==> src/rtl/tw_pkg.sv <==
// Shared encodings and widths for the horizontal twiddle-load interface.
// The TW ROM side imports the same ROM1_w encodings.
package tw_pkg;

    localparam int P_WIDTH         = 128;
    localparam int horizontal_DW   = 64;
    localparam int SEG1            = 64;
    localparam int SEG2            = 128;
    localparam int init_store_data = 4;
    localparam int IDX_WIDTH       = 2;

    typedef enum logic [1:0] {
        TW_W_IDLE = 2'd0,
        TW_W_HI   = 2'd1,
        TW_W_LO   = 2'd2
    } tw_w_e;

    typedef enum logic [1:0] {
        FILL    = 2'd0,
        ARMED   = 2'd1,
        SEND_HI = 2'd2,
        SEND_LO = 2'd3
    } tw_state_e;

endpackage

==> src/rtl/tw_buf4.sv <==
// Twiddle word buffer: one write port, one combinational read port that
// returns either the upper or the lower half of the addressed word.
module tw_buf4
    import tw_pkg::*;
#(
    parameter int DEPTH = init_store_data,
    parameter int AW    = IDX_WIDTH
) (
    input  logic                     i_clk,
    input  logic                     i_we,
    input  logic [AW-1:0]            i_wr_addr,
    input  logic [P_WIDTH-1:0]       i_wr_data,
    input  logic [AW-1:0]            i_rd_addr,
    input  logic                     i_rd_hi,
    output logic [horizontal_DW-1:0] o_rd_half
);

    // Contents are intentionally not reset; they are don't-care until refilled.
    logic [P_WIDTH-1:0] r_mem [DEPTH];
    logic [P_WIDTH-1:0] w_word;

    always_ff @(posedge i_clk) begin
        if (i_we) begin
            r_mem[i_wr_addr] <= i_wr_data;
        end
    end

    assign w_word    = r_mem[i_rd_addr];
    assign o_rd_half = i_rd_hi ? w_word[SEG2-1:SEG1] : w_word[SEG1-1:0];

endmodule

==> src/rtl/tw_horizontal_tx.sv <==
// Horizontal twiddle-load transmitter: buffers init_store_data words, then
// sends all upper halves (ROM1_w=1) followed by all lower halves (ROM1_w=2).
//
// state   | meaning
// FILL    | accepting tf_in words into the buffer
// ARMED   | buffer full, waiting for send_en
// SEND_HI | upper-half beat of buf[rd_idx] on the output
// SEND_LO | lower-half beat of buf[rd_idx] on the output
module tw_horizontal_tx
    import tw_pkg::*;
(
    input  logic                     CLK,
    input  logic                     rst,
    input  logic                     clear,
    input  logic [P_WIDTH-1:0]       tf_in,
    input  logic                     tf_in_valid,
    output logic                     tf_in_ready,
    input  logic                     send_en,
    output logic [horizontal_DW-1:0] horizontal_tf_out,
    output logic [1:0]               ROM1_w,
    output logic                     busy,
    output logic                     done
);

    tw_state_e                r_state;
    logic [IDX_WIDTH-1:0]     r_wr_idx;
    logic [IDX_WIDTH-1:0]     r_rd_idx;
    logic [1:0]               r_rom1_w;
    logic [horizontal_DW-1:0] r_tf_out;
    logic                     r_done;

    logic                     w_accept;
    logic                     w_wr_last;
    logic                     w_rd_last;
    logic                     w_rd_hi;
    logic [IDX_WIDTH-1:0]     w_rd_addr;
    logic [horizontal_DW-1:0] w_rd_half;

    assign w_accept  = (r_state == FILL) && tf_in_valid && !clear && !rst;
    assign w_wr_last = (r_wr_idx == IDX_WIDTH'(init_store_data - 1));
    assign w_rd_last = (r_rd_idx == IDX_WIDTH'(init_store_data - 1));

    // The buffer is read one beat ahead so each beat lands in a register.
    assign w_rd_hi   = (r_state == ARMED) || ((r_state == SEND_HI) && !w_rd_last);
    assign w_rd_addr = (((r_state == SEND_HI) || (r_state == SEND_LO)) && !w_rd_last)
                       ? r_rd_idx + IDX_WIDTH'(1) : '0;

    tw_buf4 u_buf (
        .i_clk     (CLK),
        .i_we      (w_accept),
        .i_wr_addr (r_wr_idx),
        .i_wr_data (tf_in),
        .i_rd_addr (w_rd_addr),
        .i_rd_hi   (w_rd_hi),
        .o_rd_half (w_rd_half)
    );

    always_ff @(posedge CLK) begin
        if (rst || clear) begin
            r_state  <= FILL;
            r_wr_idx <= '0;
            r_rd_idx <= '0;
            r_rom1_w <= TW_W_IDLE;
            r_tf_out <= '0;
            r_done   <= 1'b0;
        end else begin
            r_done <= 1'b0;
            case (r_state)
                FILL: begin
                    if (w_accept) begin
                        r_wr_idx <= r_wr_idx + IDX_WIDTH'(1);
                        if (w_wr_last) begin
                            r_state <= ARMED;
                        end
                    end
                end
                ARMED: begin
                    if (send_en) begin
                        r_state  <= SEND_HI;
                        r_rd_idx <= '0;
                        r_rom1_w <= TW_W_HI;
                        r_tf_out <= w_rd_half;
                    end
                end
                SEND_HI: begin
                    // send_en is no longer looked at: a burst cannot pause.
                    r_rd_idx <= r_rd_idx + IDX_WIDTH'(1);
                    r_tf_out <= w_rd_half;
                    if (w_rd_last) begin
                        r_state  <= SEND_LO;
                        r_rom1_w <= TW_W_LO;
                    end
                end
                SEND_LO: begin
                    r_rd_idx <= r_rd_idx + IDX_WIDTH'(1);
                    if (w_rd_last) begin
                        r_state  <= FILL;
                        r_rom1_w <= TW_W_IDLE;
                        r_tf_out <= '0;
                        r_done   <= 1'b1;
                    end else begin
                        r_tf_out <= w_rd_half;
                    end
                end
                default: begin
                    r_state <= FILL;
                end
            endcase
        end
    end

    assign tf_in_ready       = (r_state == FILL);
    assign busy              = (r_state != FILL);
    assign ROM1_w            = r_rom1_w;
    assign horizontal_tf_out = r_tf_out;
    assign done              = r_done;

    a_no_rom1_w3: assert property (@(posedge CLK) disable iff (rst) ROM1_w != 2'd3);

endmodule

==> config.mk <==
export PLATFORM = sky130hd
export DESIGN_NAME = tw_horizontal_tx
export DESIGN_NICKNAME = d
export VERILOG_FILES = /design/src/rtl/tw_pkg.sv /design/src/rtl/tw_buf4.sv /design/src/rtl/tw_horizontal_tx.sv
export SDC_FILE = /design/constraint.sdc
export NUM_CORES = 1
export LEC_CHECK = 0
export CORE_MARGIN = 1
export CORE_UTILIZATION = 45
export DETAILED_ROUTE_END_ITERATION = 8
export PLACE_DENSITY = 0.76
export SLEW_MARGIN = 20
export SYNTH_ARGS = -nofsm -noshare
export SYNTH_HDL_FRONTEND = slang
export SYNTH_HIERARCHICAL = 1
export SYNTH_SLANG_ARGS = --single-unit
==> constraint.sdc <==
create_clock -name CLK -period 15.05 [get_ports CLK]
set_input_delay 2.2575 -clock CLK [delete_from_list [all_inputs] [get_ports CLK]]
set_output_delay 2.2575 -clock CLK [all_outputs]
set_load 0.1 [all_outputs]
Word-level counts from Yosys, hierarchy flattened
Memories as Yosys holds them, arrays and structs flattened.
Cells that the tools add are included.
{"block": "totals", "word_cells": 61, "n_memories": 1, "out_inout_bits": 69, "input_bits": 133, "ramBits": 512, "regBits": 73}
{"block": "op_classes", "n_reduce_logical": 22, "add_sub_neg": 2, "mux": 19, "eq_ne": 10, "bitwise": 1}
{"name": "u_buf.r_mem", "depth": 4, "word_bits": 128, "read_ports": 1, "rd_clocked_by_memory_dff": 0, "write_ports": 1, "line_no": "tw_buf4.sv:19", "text": "logic [P_WIDTH-1:0] r_mem [DEPTH];"}
{"operator": "$mux W64", "n": 3}
{"operator": "$pmux W64 S3", "n": 1}
{"operator": "$mux W2", "n": 9}
{"operator": "$eq A2 B2 Y1 const B", "n": 4}
{"operator": "$pmux W2 S4", "n": 1}
{"operator": "$ne A2 B2 Y1 const B", "n": 3}
{"operator": "$pmux W2 S3", "n": 1}
{"operator": "$reduce_and A2 Y1", "n": 3}
{"operator": "$logic_and A1 B1 Y1", "n": 5}
{"operator": "$reduce_and A5 Y1", "n": 1}
{"operator": "$add A2 B1 Y2 const B", "n": 2}
{"operator": "$ne A2 B1 Y1 const B", "n": 2}
{"operator": "$pmux W2 S2", "n": 1}
{"operator": "$reduce_and A4 Y1", "n": 1}
{"operator": "$reduce_bool A2 Y1", "n": 2}
{"operator": "$reduce_or A2 Y1", "n": 2}
{"operator": "$logic_not A1 Y1", "n": 3}
{"operator": "$logic_or A1 B1 Y1", "n": 3}
{"operator": "$mux W1", "n": 3}
{"operator": "$reduce_bool A3 Y1", "n": 1}
{"operator": "$eq A2 B1 Y1 const B", "n": 1}
{"operator": "$logic_not A2 Y1", "n": 1}
{"operator": "$not A1 Y1", "n": 1}

Logic depth before layout (Yosys ltp)
An unclocked memory read counts as a cell.
{"block": "logic_depth", "word_depth": 8, "mapped_depth": 10, "depth_no_buf": 8}

By module
Netlist, hierarchy kept.
{"mod": "tw_buf4", "area_per_inst_um2": 19237.2, "instances": 1, "cells_per_inst": 744, "seq_area_each_um2": 15374.7}
{"mod": "tw_horizontal_tx", "area_per_inst_um2": 3021.6, "instances": 1, "cells_per_inst": 356, "seq_area_each_um2": 1461.4}

Worst setup path after synthesis
OpenSTA, ideal clock, no wires.
{"block": "synth_path", "path_kind": "input to register", "from": "input clear", "to": "memory u_buf.r_mem[0][0], enable pin", "required_ns": 14.252, "path_buffers": 2, "t_arrival_ns": 12.375, "setup_time_ns": 0.798, "path_slack_ns": 1.877, "stages": 5, "path_cell_list": "or2_2 buf_2 clkbuf_1 nor2_1 nor3b_1"}
{"block": "synth_between", "elab_chain_len": 5}
{"element": "start: declaration", "line_no": "tw_horizontal_tx.sv:14", "text": "input logic clear,"}
{"element": "$logic_not A1 Y1", "line_no": "tw_horizontal_tx.sv:39", "text": "assign w_accept = (r_state == FILL) && tf_in_valid && !clear && !rst;"}
{"element": "$logic_and A1 B1 Y1 (2 in a row)", "line_no": "tw_horizontal_tx.sv:39"}
{"element": "net w_accept", "line_no": "tw_horizontal_tx.sv:32", "text": "logic w_accept;"}
{"element": "$mux W1", "line_no": "tw_buf4.sv:23", "text": "if (i_we) begin"}
{"element": "$mux W1 (implied by the code)", "line_no": "tw_buf4.sv:24", "text": "r_mem[i_wr_addr] <= i_wr_data;"}
{"element": "end: declaration", "line_no": "tw_buf4.sv:19"}
The timed path passes the listed nets, and every way through them passes these cells.

Worst setup path after layout
{"block": "layout_path", "from": "register r_state[0]", "to": "output busy"}
{"block": "layout_between", "elab_chain_len": 1}
{"element": "start: declaration", "line_no": "tw_horizontal_tx.sv:25", "text": "tw_state_e r_state;"}
{"element": "start signal: assignment", "line_no": "tw_horizontal_tx.sv:60", "text": "r_state <= FILL;"}
{"element": "start signal: assignment", "line_no": "tw_horizontal_tx.sv:73", "text": "r_state <= ARMED;"}
{"element": "start signal: assignment", "line_no": "tw_horizontal_tx.sv:79", "text": "r_state <= SEND_HI;"}
{"element": "$reduce_bool A2 Y1", "line_no": "tw_horizontal_tx.sv:113", "text": "assign busy = (r_state != FILL);"}
{"element": "end: declaration", "line_no": "tw_horizontal_tx.sv:21", "text": "output logic busy,"}
No other way between the ends.

==> results.md <==
* PD cells at 120 nW/um^2
* Main synth FF type: edfxtp_1
* Yosys cell types at 37
* Full die area at 50,400 sq um
* Fin crit period at between 5000 and 6000 ps
* Clock skew at approximately 13 ps
* Worst Hold Launch: horizontal_tf_out[2]
* Startpoint Class: flip-flop
* Total length of routed met3 wires at around 3600 microns
* Initial core utilization at ~46%
* CP required at ~13,000 ps
* Largest net degree at the start of global routing at between 100 and 150
* Cell mode on critical path: buf_4
* Class of the worst hold path: flip-flop to flip-flop
* Gr usage total at 19.0%
* Area share of the largest cell type after synthesis at between 60% and 70%
* Worst setup path startpoint: r_state[0]
* Antenna Violating Nets Remaining at 0
* Vias in the first global route at between 10,000 and 15,000
* Crit end category: output port
* Initial DRT Pass Iterations at 5
* Initial DRC count at 1,069
* Clock sinks at approximately 600
* Register area share after synthesis at about three quarters
* Initial antenna violation count at 6
* Total power at 3.20 mW
* WP data arrival at about 3600 ps
* YS warnings at 6
* Total CTS buffers at 54
* WS Path Type: flip-flop to output port
* CP Buf/Inv Count at 5
* Delay-heaviest family, CP: buffers and inverters
* Die Wd at 224 microns
* Clock power share at between 40% and 50%
* Switch share at between 10% and 20%
* Crit Path Max Fanout at between 60 and 70
* GPL Wtd Cong at slightly below 0.8
* Post-CTS repair timing setup buffer count at 0
* First-pass GRT wire length at ~70,000 microns
* Latest clock arrival within the worst-skew pair at slightly below 600 ps
* VDD IR max at between 0.08 and 0.09 mV
* Boundary Pins at 202
* Synthesis-to-finish area growth at 19.8%
* Final setup fails at 0
* Post_cts resized at 0
* DRC viols at 0
* Crit share post-route at between 30% and 40%
* Cells after Synth at 1,100
* Grt ovf at 0
* Max frequency at 172 MHz
* Power share of the sequential group at 55.7%
* Post-synthesis instance area at roughly 22,000 sq um
* Met2 WL at 22,600 microns
* DRT Wirelength at between 40,000 and 50,000 microns
* Setup_tns at 0 ps
* CP max-delay cell: clkdlybuf4s50_1
* PnR worst setup slack at between 9000 and 10,000 ps
* RSZ-0062 raised after global routing: false
* #FFs+latches synth at 585
* Core area at around 49,000 sq um
* Reg2reg start: r_state[0]
* Max-Cap Viols at 0
* Die Height at about 220 microns
* Vias per std cell at between 5 and 6
* Async SR Flop Fraction at 0%
* FP Rows at between 80 and 90
* Pins Over Slew Limit at 0
* Met1 wire length at ~20,000 microns
* Outcome: complete, no violations
* Clock transition at path regs at ~60 ps
* Final Hold Vio Count at 0
* Critical-path cell list: inv_1 > ha_2 > buf_4 > inv_2 > buf_4 > clkdlybuf4s50_1
* Syn_nets at approximately 1,200
* Via count at around 11,000
* Max layer used: met5
* Worst Tran Pin Value at about 1100 ps
* Main area contributors after synthesis: edfxtp_1 69%, mux4_2 13%, dfxtp_1 6.6%
* Nets at roughly 1,400
* Slew HR at 24.1%
* R2R setup slack at 11,500 ps
* # H-tree levels at 2
* Post-DP HPWL at around 27,000 microns
* Switching Power at ~0.61 mW
* Number of fillers in the final layout at 3,682
* Int Pwr at 2.59 mW
* Average size of a mapped cell at roughly 20 sq um
* CTS tree: built
* Top post-synthesis cells by count: 512 x edfxtp_1, 128 x mux4_2, 73 x dfxtp_1
* Count of input and output buffers at around 200
* Root buffer cell: clkbuf_16
* Max incr delay on CP at 1280 ps
* Comb pwr share at 2.5%
* DR WL/cell at 23.7 microns
* P_leak at ~8.0 nW
* Post-place setup slack at around 9100 ps
* Cell taking the most area after synthesis: edfxtp_1
* Layout cell share with drive strength beyond 1 at between 20% and 30%
* EDFF count, synth at ~510
* Post-CTS Hold Fix Bufs at 0
* Maximum clock path buffer count at 3
* Count leader, synth: edfxtp_1
final timing paths:
kind | depth (start not counted) | to
worst max-delay path | 6 | busy
worst min-delay path | 2 | horizontal_tf_out[2]
worst max register to register | 8 | horizontal_tf_out[8]
worst min register to register | 2 | horizontal_tf_out[2]
worst min-delay path, cell delays in order, from the launching register on:
cell,delay (ps)
dfxtp_1,310
o21ai_0,70
a21oi_1,60
placed cells by master, fill, tap and decap left out, types with 2 or more instances in the layout:
cell,Yosys,final
buf_16,0,2
buf_4,7,14
clkinv_2,0,8
clkbuf_1,34,15
mux4_2,128,128
clkinvlp_4,0,2
inv_6,0,2
clkbuf_16,0,55
dfxtp_1,73,73
diode_2,0,2
mux2_2,64,64
edfxtp_1,512,512
o21ai_0,63,63
o21ai_1,4,4
inv_1,3,3
nand2_1,6,5
nand3_1,2,2
clkinv_1,1,7
bufinv_16,0,4
clkdlybuf4s50_1,0,201
a21oi_1,68,68
buf_12,0,2
nor3b_2,0,2
clkbuf_8,0,6
nand4_1,64,64
ha_1,6,5
nor2_1,6,5
registers in the layout, summed over array words and instances, names as in the netlist:
register and flops:
horizontal_tf_out 64, r_wr_idx 2, ROM1_w 2, done 1, r_rd_idx 2, r_state 2
u_buf/r_mem 512
cell families after synthesis:
kind of cell | after synthesis | share of synthesized area (%)
and+or+nand+nor | 90 | 2.44
xor gates and xnor gates | 1 | 0.0394
muxes | 193 | 16.2
buffers and inverters | 84 | 2.04
adders and majority gates | 6 | 0.337
AOI/OAI and AO/OA | 141 | 3.27
DFF | 585 | 75.6
per-stage QoR:
step | hold slack, ps | util (%) | instance area, sq um | instances
floorplan | 458 | - | 22300 | 1100
detailed placement | 468 | 50.9 | 24900 | 1902
finish | 477 | 54.6 | 26700 | 2006
global placement | 459 | 50.9 | 24800 | 1901
global route | 495 | 54.6 | 26700 | 2005
CTS | 475 | 54.5 | 26600 | 2002
cell type report:
class / instances / area (sq um) / share of cell area (%)
Antenna cell: 2 / 5.00 / 0.0188
Clock buffer: 76 / 1520 / 5.68
Clock inverter: 24 / 228 / 0.854
Inverter: 4 / 15.0 / 0.0563
Multi-Input combinational cell: 431 / 5020 / 18.8
Sequential cell: 585 / 16800 / 63.1
Tap cell: 664 / 831 / 3.11
Timing Repair Buffer: 220 / 2220 / 8.33
routing by layer:
layer  up-vias  GRT usage, %
met3        80          4.87
met1      5978          27.2
met4         6          5.73
li1       4941             -
met5         -             0
met2       435          28.8
power by group through the flow:
stage	clock, mW	sequential (mW)	combinational, mW
2_1_floorplan	0	1.82	0.0194
3_3_place_gp	0	1.82	0.0779
3_5_place_dp	0	1.82	0.0803
4_1_cts	1.36	1.78	0.0809
5_1_grt	1.42	1.78	0.0852
6_report	1.34	1.78	0.0803
Power figures use the tool's default switching activity.
